--- config.mk ---
export PLATFORM = sky130hd
export DESIGN_NAME = rgmii_rx_byte_align
export DESIGN_NICKNAME = d
export VERILOG_FILES = /design/src/rtl/rgmii_rx_byte_align.sv
export SDC_FILE = /design/constraint.sdc
export NUM_CORES = 1
export LEC_CHECK = 0
export ABC_AREA = 1
export ABC_CLOCK_PERIOD_IN_PS = 2300
export CAP_MARGIN = 20
export CORE_ASPECT_RATIO = 0.7
export CORE_MARGIN = 3
export CORE_UTILIZATION = 30
export CTS_BUF_LIST = sky130_fd_sc_hd__clkbuf_4
export CTS_CLUSTER_DIAMETER = 50
export DETAILED_ROUTE_END_ITERATION = 10
export PLACE_DENSITY = 0.6
export SLEW_MARGIN = 5
export SYNTH_ARGS = -nofsm -noshare
export SYNTH_HDL_FRONTEND = slang
export SYNTH_SLANG_ARGS = --single-unit
--- constraint.sdc ---
create_clock -name i_rxc -period 2.3 [get_ports i_rxc]
set_clock_uncertainty 0.2 [all_clocks]
set_input_delay 0.69 -clock i_rxc [delete_from_list [all_inputs] [get_ports i_rxc]]
set_output_delay 0.69 -clock i_rxc [all_outputs]
set_load 0.01 [all_outputs]
--- src/rtl/rgmii_rx_byte_align.sv ---
`default_nettype none
// ============================================================================
// Module   : rgmii_rx_byte_align
// Purpose  : RGMII receive byte assembler (1000M DDR / 10-100M SDR nibbles),
//            with frame-error flag, max-length truncation and speed tracking.
//            Optional macro INBAND_STATUS_EN: take speed/link from in-band status.
// Revision : 1.0 - initial release
// ============================================================================
module rgmii_rx_byte_align #(
    parameter int P_MAX_LEN       = 1526,
    parameter int P_STATUS_STABLE = 4
) (
    input  logic       i_rxc,
    input  logic       i_rst_n,
    input  logic [7:0] i_iddr_data,
    input  logic [1:0] i_iddr_ctrl,
    input  logic       i_cfg_speed1000,
    output logic [7:0] o_rx_data,
    output logic       o_rx_valid,
    output logic       o_rx_end,
    output logic       o_rx_err,
    output logic       o_speed1000,
    output logic       o_link_up
);

    localparam logic [1:0]  c_ST_WAIT_IDLE = 2'd0;
    localparam logic [1:0]  c_ST_IDLE      = 2'd1;
    localparam logic [1:0]  c_ST_RECV      = 2'd2;
    localparam logic [1:0]  c_ST_DROP      = 2'd3;
    localparam logic [10:0] c_MAX_LEN      = 11'(P_MAX_LEN);

    logic [1:0]  r_state, w_state_next;
    logic        r_frame_spd, r_phase, r_err;
    logic [10:0] r_cnt;
    logic [3:0]  r_low;
    logic        r_speed, r_link;

    logic        w_dv, w_er, w_in_idle, w_active, w_byte_rdy, w_overflow;
    logic        w_spd, w_phase, w_err_cur;
    logic [10:0] w_cnt_cur;
    logic        w_frame_spd_nxt, w_phase_nxt, w_err_nxt;
    logic [10:0] w_cnt_nxt;
    logic [3:0]  w_low_nxt;
    logic [7:0]  w_data_nxt;
    logic        w_valid_nxt, w_end_nxt, w_rxerr_nxt;

    assign w_dv = i_iddr_ctrl[0];
    assign w_er = i_iddr_ctrl[0] ^ i_iddr_ctrl[1];

    // In IDLE the first DV cycle is processed as byte 0 of a fresh frame.
    assign w_in_idle  = (r_state == c_ST_IDLE);
    assign w_spd      = w_in_idle ? r_speed : r_frame_spd;
    assign w_phase    = w_in_idle ? 1'b0    : r_phase;
    assign w_err_cur  = w_in_idle ? 1'b0    : r_err;
    assign w_cnt_cur  = w_in_idle ? 11'd0   : r_cnt;
    assign w_active   = w_dv && (w_in_idle || (r_state == c_ST_RECV));
    assign w_byte_rdy = w_spd | w_phase;
    assign w_overflow = w_active && w_byte_rdy && (w_cnt_cur == c_MAX_LEN);

    always_ff @(posedge i_rxc) begin
        if (!i_rst_n) begin
            r_state <= c_ST_WAIT_IDLE;
        end else begin
            r_state <= w_state_next;
        end
    end

    always_comb begin
        w_state_next = r_state;
        case (r_state)
            c_ST_WAIT_IDLE: if (!w_dv) w_state_next = c_ST_IDLE;
            c_ST_IDLE:      if (w_dv)  w_state_next = w_overflow ? c_ST_DROP : c_ST_RECV;
            c_ST_RECV: begin
                if (!w_dv)           w_state_next = c_ST_IDLE;
                else if (w_overflow) w_state_next = c_ST_DROP;
            end
            c_ST_DROP:      if (!w_dv) w_state_next = c_ST_IDLE;
            default:        w_state_next = c_ST_WAIT_IDLE;
        endcase
    end

    always_comb begin
        w_frame_spd_nxt = w_spd;
        w_phase_nxt     = r_phase;
        w_err_nxt       = r_err;
        w_cnt_nxt       = r_cnt;
        w_low_nxt       = r_low;
        w_data_nxt      = o_rx_data;
        w_valid_nxt     = 1'b0;
        w_end_nxt       = 1'b0;
        w_rxerr_nxt     = 1'b0;
        if (w_active) begin
            w_err_nxt   = w_err_cur | w_er;
            w_phase_nxt = w_spd ? 1'b0 : ~w_phase;
            w_cnt_nxt   = w_cnt_cur;
            if (!w_spd && !w_phase) begin
                w_low_nxt = i_iddr_data[3:0];
            end
            if (w_byte_rdy) begin
                if (w_cnt_cur == c_MAX_LEN) begin
                    w_err_nxt = 1'b1;
                end else begin
                    w_valid_nxt = 1'b1;
                    w_data_nxt  = w_spd ? i_iddr_data : {i_iddr_data[3:0], r_low};
                    w_cnt_nxt   = w_cnt_cur + 11'd1;
                end
            end
        end else if ((r_state == c_ST_RECV) && !w_dv) begin
            // A leftover odd nibble in 10/100M is a dribble error.
            w_end_nxt   = 1'b1;
            w_rxerr_nxt = r_err | (~r_frame_spd & r_phase);
        end else if ((r_state == c_ST_DROP) && !w_dv) begin
            w_end_nxt   = 1'b1;
            w_rxerr_nxt = 1'b1;
        end
    end

    always_ff @(posedge i_rxc) begin
        if (!i_rst_n) begin
            r_frame_spd <= 1'b0;
            r_phase     <= 1'b0;
            r_err       <= 1'b0;
            r_cnt       <= 11'd0;
            r_low       <= 4'd0;
            o_rx_data   <= 8'd0;
            o_rx_valid  <= 1'b0;
            o_rx_end    <= 1'b0;
            o_rx_err    <= 1'b0;
        end else begin
            r_frame_spd <= w_frame_spd_nxt;
            r_phase     <= w_phase_nxt;
            r_err       <= w_err_nxt;
            r_cnt       <= w_cnt_nxt;
            r_low       <= w_low_nxt;
            o_rx_data   <= w_data_nxt;
            o_rx_valid  <= w_valid_nxt;
            o_rx_end    <= w_end_nxt;
            o_rx_err    <= w_rxerr_nxt;
        end
    end

`ifdef INBAND_STATUS_EN
    localparam int                  c_STAB_W = $clog2(P_STATUS_STABLE + 1);
    localparam logic [c_STAB_W-1:0] c_STABLE = c_STAB_W'(P_STATUS_STABLE);

    logic [1:0]          r_stat_last;
    logic [c_STAB_W-1:0] r_stat_cnt;
    logic                w_stat_sample;
    logic [1:0]          w_stat;
    logic                w_unused_cfg;

    assign w_unused_cfg  = i_cfg_speed1000;
    assign w_stat_sample = (i_iddr_ctrl == 2'b00);
    assign w_stat        = {i_iddr_data[0], (i_iddr_data[2:1] == 2'b10)};

    always_ff @(posedge i_rxc) begin
        if (!i_rst_n) begin
            r_stat_last <= 2'b00;
            r_stat_cnt  <= '0;
            r_speed     <= 1'b0;
            r_link      <= 1'b0;
        end else begin
            if (w_stat_sample) begin
                if (w_stat == r_stat_last) begin
                    if (r_stat_cnt != c_STABLE) r_stat_cnt <= r_stat_cnt + 1'b1;
                end else begin
                    r_stat_last <= w_stat;
                    r_stat_cnt  <= c_STAB_W'(1);
                end
            end
            // Frames in flight keep their speed; only apply between frames.
            if ((r_stat_cnt == c_STABLE) &&
                ((r_state == c_ST_IDLE) || (r_state == c_ST_WAIT_IDLE))) begin
                r_link  <= r_stat_last[1];
                r_speed <= r_stat_last[0];
            end
        end
    end
`else
    always_ff @(posedge i_rxc) begin
        if (!i_rst_n) begin
            r_speed <= i_cfg_speed1000;
            r_link  <= 1'b0;
        end else begin
            r_link <= 1'b1;
            if ((r_state == c_ST_IDLE) || (r_state == c_ST_WAIT_IDLE)) begin
                r_speed <= i_cfg_speed1000;
            end
        end
    end
`endif

    assign o_speed1000 = r_speed;
    assign o_link_up   = r_link;

endmodule
`default_nettype wire

**After elaboration in Yosys (flattened, before gate mapping)**

Cells that the tools add are included.
Widths: inputs -> output; s select.

- Bitwise operators: 9
- Add/sub/neg operators: 1
- Eq/ne operators: 8
- Reduce and logical (&&, ||, !) cells: 18
- Mux-type cells: 23

Operator list:

| operator | number |
|---|---|
| $mux 11 | 3 |
| $mux 1 | 14 |
| $add 11x1->11 const B | 1 |
| $eq 11x11->1 const B | 1 |
| $reduce_and 3->1 | 3 |
| $mux 2 | 4 |
| $mux 8 | 1 |
| $logic_and 1x1->1 | 6 |
| $pmux 2 s3 | 1 |
| $eq 2x2->1 const B | 2 |
| $ne 2x2->1 const B | 2 |
| $not 1->1 | 4 |
| $reduce_or 2->1 | 2 |
| $logic_not 1->1 | 3 |
| $ne 3x3->1 const B | 1 |
| $or 1x1->1 | 3 |
| $eq 2x1->1 const B | 1 |
| $logic_not 2->1 | 1 |
| $logic_or 1x1->1 | 2 |
| $ne 2x1->1 const B | 1 |
| $reduce_and 2->1 | 1 |
| $and 1x1->1 | 1 |
| $xor 1x1->1 | 1 |

- Input bits: 13
- Word-level logic and storage cells: 71
- Output and inout port bits: 13
- Register bits after elaboration: 33

**Longest topological paths before layout**

- Word-level depth: 8
- Gate-level depth with buffers: 17

**Worst setup path before layout**

Ideal clock, no wire load.

- Kind: flip-flop to flip-flop
- From: register r_state[1]
- To: register o_rx_data[0]
- Arrival: 1.869 ns
- Period minus slack after synthesis: 2.185 ns
- Stages on the path, launching flop included: 16
- Library setup time: 0.116 ns
- Required time: 1.984 ns
- Slack: 0.115 ns
- Path through: dfxtp_1 > inv_1 > ha_1 > buf_6 > inv_6 > buf_12 > nand2_1 > ha_1 > nand3_1 > nor2_1 > nand2_1 > nand2_2 > nor2_4 > clkinv_4 > nor2_1 > nor2_1

- Longest elaborated chain between the ends: 5

Ends and longest elaborated chain:

| what | line | RTL |
|---|---|---|
| start, declared | 32 | `logic [1:0] r_state, w_state_next;` |
| start signal, assigned | 62 | `r_state <= c_ST_WAIT_IDLE;` |
| start signal, assigned | 64 | `r_state <= w_state_next;` |
| $eq 2x1->1 | 51 | `assign w_in_idle = (r_state == c_ST_IDLE);` |
| $mux 11 | 55 | `assign w_cnt_cur = w_in_idle ? 11'd0 : r_cnt;` |
| $eq 11x11->1 | 100 | `if (w_cnt_cur == c_MAX_LEN) begin` |
| $not 1->1 (no line) | n/a |  |
| $reduce_and 3->1 (no line) | n/a |  |
| end signal, assigned | 135 | `o_rx_data <= w_data_nxt;` |
| end, declared | 18 | `output logic [7:0] o_rx_data,` |

Several ways; a longest one is shown, not always the timed one.
A chain may end at the register's enable or synchronous reset.

**Worst setup path in the final report**

- From: register r_speed (netlist: o_speed1000)
- To: output port o_speed1000

RTL lines:

| what | line | RTL |
|---|---|---|
| start, declared | 36 | `logic r_speed, r_link;` |
| start signal, assigned | 182 | `r_speed <= i_cfg_speed1000;` |
| start signal, assigned | 187 | `r_speed <= i_cfg_speed1000;` |
| end, declared | 22 | `output logic o_speed1000,` |

No word-level cell between the ends.

==> impl_metrics.json <==
{
  "yosys_register_bits": 33,
  "core_um2": 5986,
  "synth_top_family_by_area": "simple AND/OR/NAND/NOR gates",
  "ir_drop_mv": 0.3915,
  "slew_headroom_pct": 82.37,
  "finalMaxSlewViolations": 0,
  "rows": 23,
  "synth_nets": 291,
  "ys_async_sr_fraction_pct": 0,
  "cpPeakStageDelay_ns": 0.55,
  "dpl.cell_count": 383,
  "antenna_found_initial": 0,
  "cts_tree": "built",
  "io_buffers": 25,
  "post_cts_buffers": 0,
  "ys_warn_count": 0,
  "path_cells": "clkdlybuf4s50_1",
  "ant_nets": 0,
  "hold_slack_ns": 0.2657,
  "synthXorXnorAreaFrac_pct": 1.359,
  "syn_area_per_cell_um2": 7.133,
  "die_w_um": 101.9,
  "dpl.hpwl_um": 3475,
  "synthCells": 271,
  "die_h_um": 73.16,
  "hold_class": "reg2reg",
  "drc_errors": 0,
  "synth_compound_area_share_pct": 9.191,
  "synth-simple-area-share_pct": 35.73,
  "final_cells": 392,
  "final_nets": 336,
  "r2r-end": "r_cnt[1]",
  "cts_max_level": 2,
  "min_from": "r_low[3]",
  "worstPathArrival_ns": 1.25,
  "synth_edf_count": 1,
  "path_class": "reg2out",
  "tns_ns": 0,
  "worst_pin_slew_ns": 0.2624,
  "grt_pass1_wl_um": 7576,
  "via_count": 1750,
  "finalCritPeriodShare_pct": 93.04,
  "clk_pin_slew_ns": 0.11,
  "clock.fmax_ghz": 0.4673,
  "final_area_um2": 2431,
  "r2r-start": "r_state[1]",
  "crit_fanout": 2,
  "wl_um": 4553,
  "ys_seq_area_share_pct": 34.69,
  "rsz0062_at_grt": "no",
  "grt_start_max_net_pins": 15,
  "io_pins": 26,
  "grt_pass1_vias": 1613,
  "synth_area_um2": 1933,
  "mostFrequentLayoutCell": "nand2_1",
  "endpoint_kind": "primary output",
  "worst_path_dominant_cell_family": "buffers and inverters",
  "n_antenna_cell": 0,
  "whs_path_depth": 2,
  "synthFlopType": "dfxtp_1",
  "cts_buffers": 5,
  "synthAdderAreaFrac_pct": 4.531,
  "cp_slowest_cell": "clkdlybuf4s50_1",
  "clockBufferDepth": 2,
  "synth_mux_area_share_pct": 4.660,
  "period_needed_ns": 2.140,
  "drt_iter0_markers": 112,
  "cts.sink_count": 33,
  "placed_area_um2": 2364,
  "area_growth_pct": 25.76,
  "start_kind": "register",
  "clock_latency_ns": 0.33,
  "grt-ovfl-total": 0,
  "hold_viol_final": 0,
  "grt_util_all_layers_pct": 12.90,
  "via_per_inst": 4.464,
  "leakagePower_nw": 1.111,
  "drive_gt1_share_pct": 18.93,
  "critPathRequiredTime_ns": 1.41,
  "drv_cap": 0,
  "status": "finished clean",
  "worst_hold_path.endpoint": "r_low[3]",
  "place_congestion": 0.8537,
  "worstPathBufferInverterCount": 1,
  "routedWlPerCell_um": 11.61,
  "setup_viol": 0,
  "ff2ff_path_depth": 11,
  "synth.distinct_cells": 32,
  "start_util_pct": 32.30,
  "firstDrtPassIters": 4,
  "rrSetupSlack_ns": 0.20,
  "power_density_nw_per_um2": 827.4,
  "mostFrequentLayoutCells": "73 x nand2_1, 37 x nor2_1, 31 x dfxtp_1",
  "die_area_um2": 7458,
  "clock-root-buffer": "clkbuf_4"
}
## how the worst max path moves through the flow
stage,slack [ns],from,cells past startpoint,endpoint
2_1_floorplan,0.11,r_state[1],15,o_rx_data[0]
3_3_place_gp,0.07,i_iddr_ctrl[0],7,o_rx_data[7]
3_5_place_dp,0.01,i_iddr_ctrl[0],7,o_rx_data[7]
4_1_cts,0.06,r_state[1],13,o_rx_data[7]
5_1_grt,0.004,r_state[1],13,o_rx_data[5]
6_report,0.16,o_speed1000,1,o_speed1000
## kinds of logic (layout without fill, tap and decap cells)
group / count (synthesis) / after routing
AOI/OAI and AO/OA: 30 / 30
and+or+nand+nor: 151 / 152
adders and majority gates: 7 / 7
buffers and inverters: 39 / 84
xor gates and xnor gates: 3 / 3
muxes: 8 / 8
DFF: 33 / 33
## report_power, final
group          switching (mW)  internal [mW]  leakage, nW
combinational           0.550          0.422        0.805
sequential             0.0455          0.665        0.271
clock                   0.200          0.128       0.0354
## through the flow
stage,util (%),worst slack (ns),power (mW)
final,40.61,0.1600,2.011
after detailed placement,39.49,0.01383,1.686
after floorplan,-,0.1150,1.343
after global placement,39.49,0.06824,1.673
after global routing,40.61,0.003910,2.165
after CTS,40.41,0.05943,2.020
## routing by layer
layer,track usage [%],vias to the layer above,share of wire (%)
met5,0,-,0
met2,17.54,29,40
met3,3.152,2,4.0
met1,20.28,772,56
li1,-,947,-
met4,2.620,0,0.51
## worst min-delay path: stages (launching register included)
cell	delay, ns
dfxtp_1	0.32
nand2_1	0.06
a21oi_1	0.05
## state kept, by name, summed over array words and instances, names as in the netlist, 2 cells and up
name,cells
r_state,2
r_cnt,11
r_low,4
o_rx_data,8
## area by class of cell
class                      instances  area, um2
clock buffer                       6      45.04
clock inverter                     2      10.01
fill                             627       3555
inverter                          35      143.9
multi-input combinational        200       1084
sequential                        33      671.9
tap                               75      93.84
timing repair buffer              41      382.9
## synth_stat cells (4+ instances only)
master / number / area share, %
nand2_1: 73 / 14
nor2_1: 38 / 7.4
dfxtp_1: 32 / 33
inv_1: 29 / 5.6
nand3_1: 19 / 4.9
o21ai_0: 13 / 3.4
mux2_2: 8 / 4.7
ha_1: 7 / 4.5
a21oi_1: 6 / 1.6
nand2_2: 5 / 1.6
nand2_4: 5 / 2.9
o21bai_1: 4 / 1.6
## timing repair
item                       CTS  global route
hold buffers                 0             0
setup endpoints to repair    0            17
gates resized for setup      0             3
(Power assumes the default switching activity.)
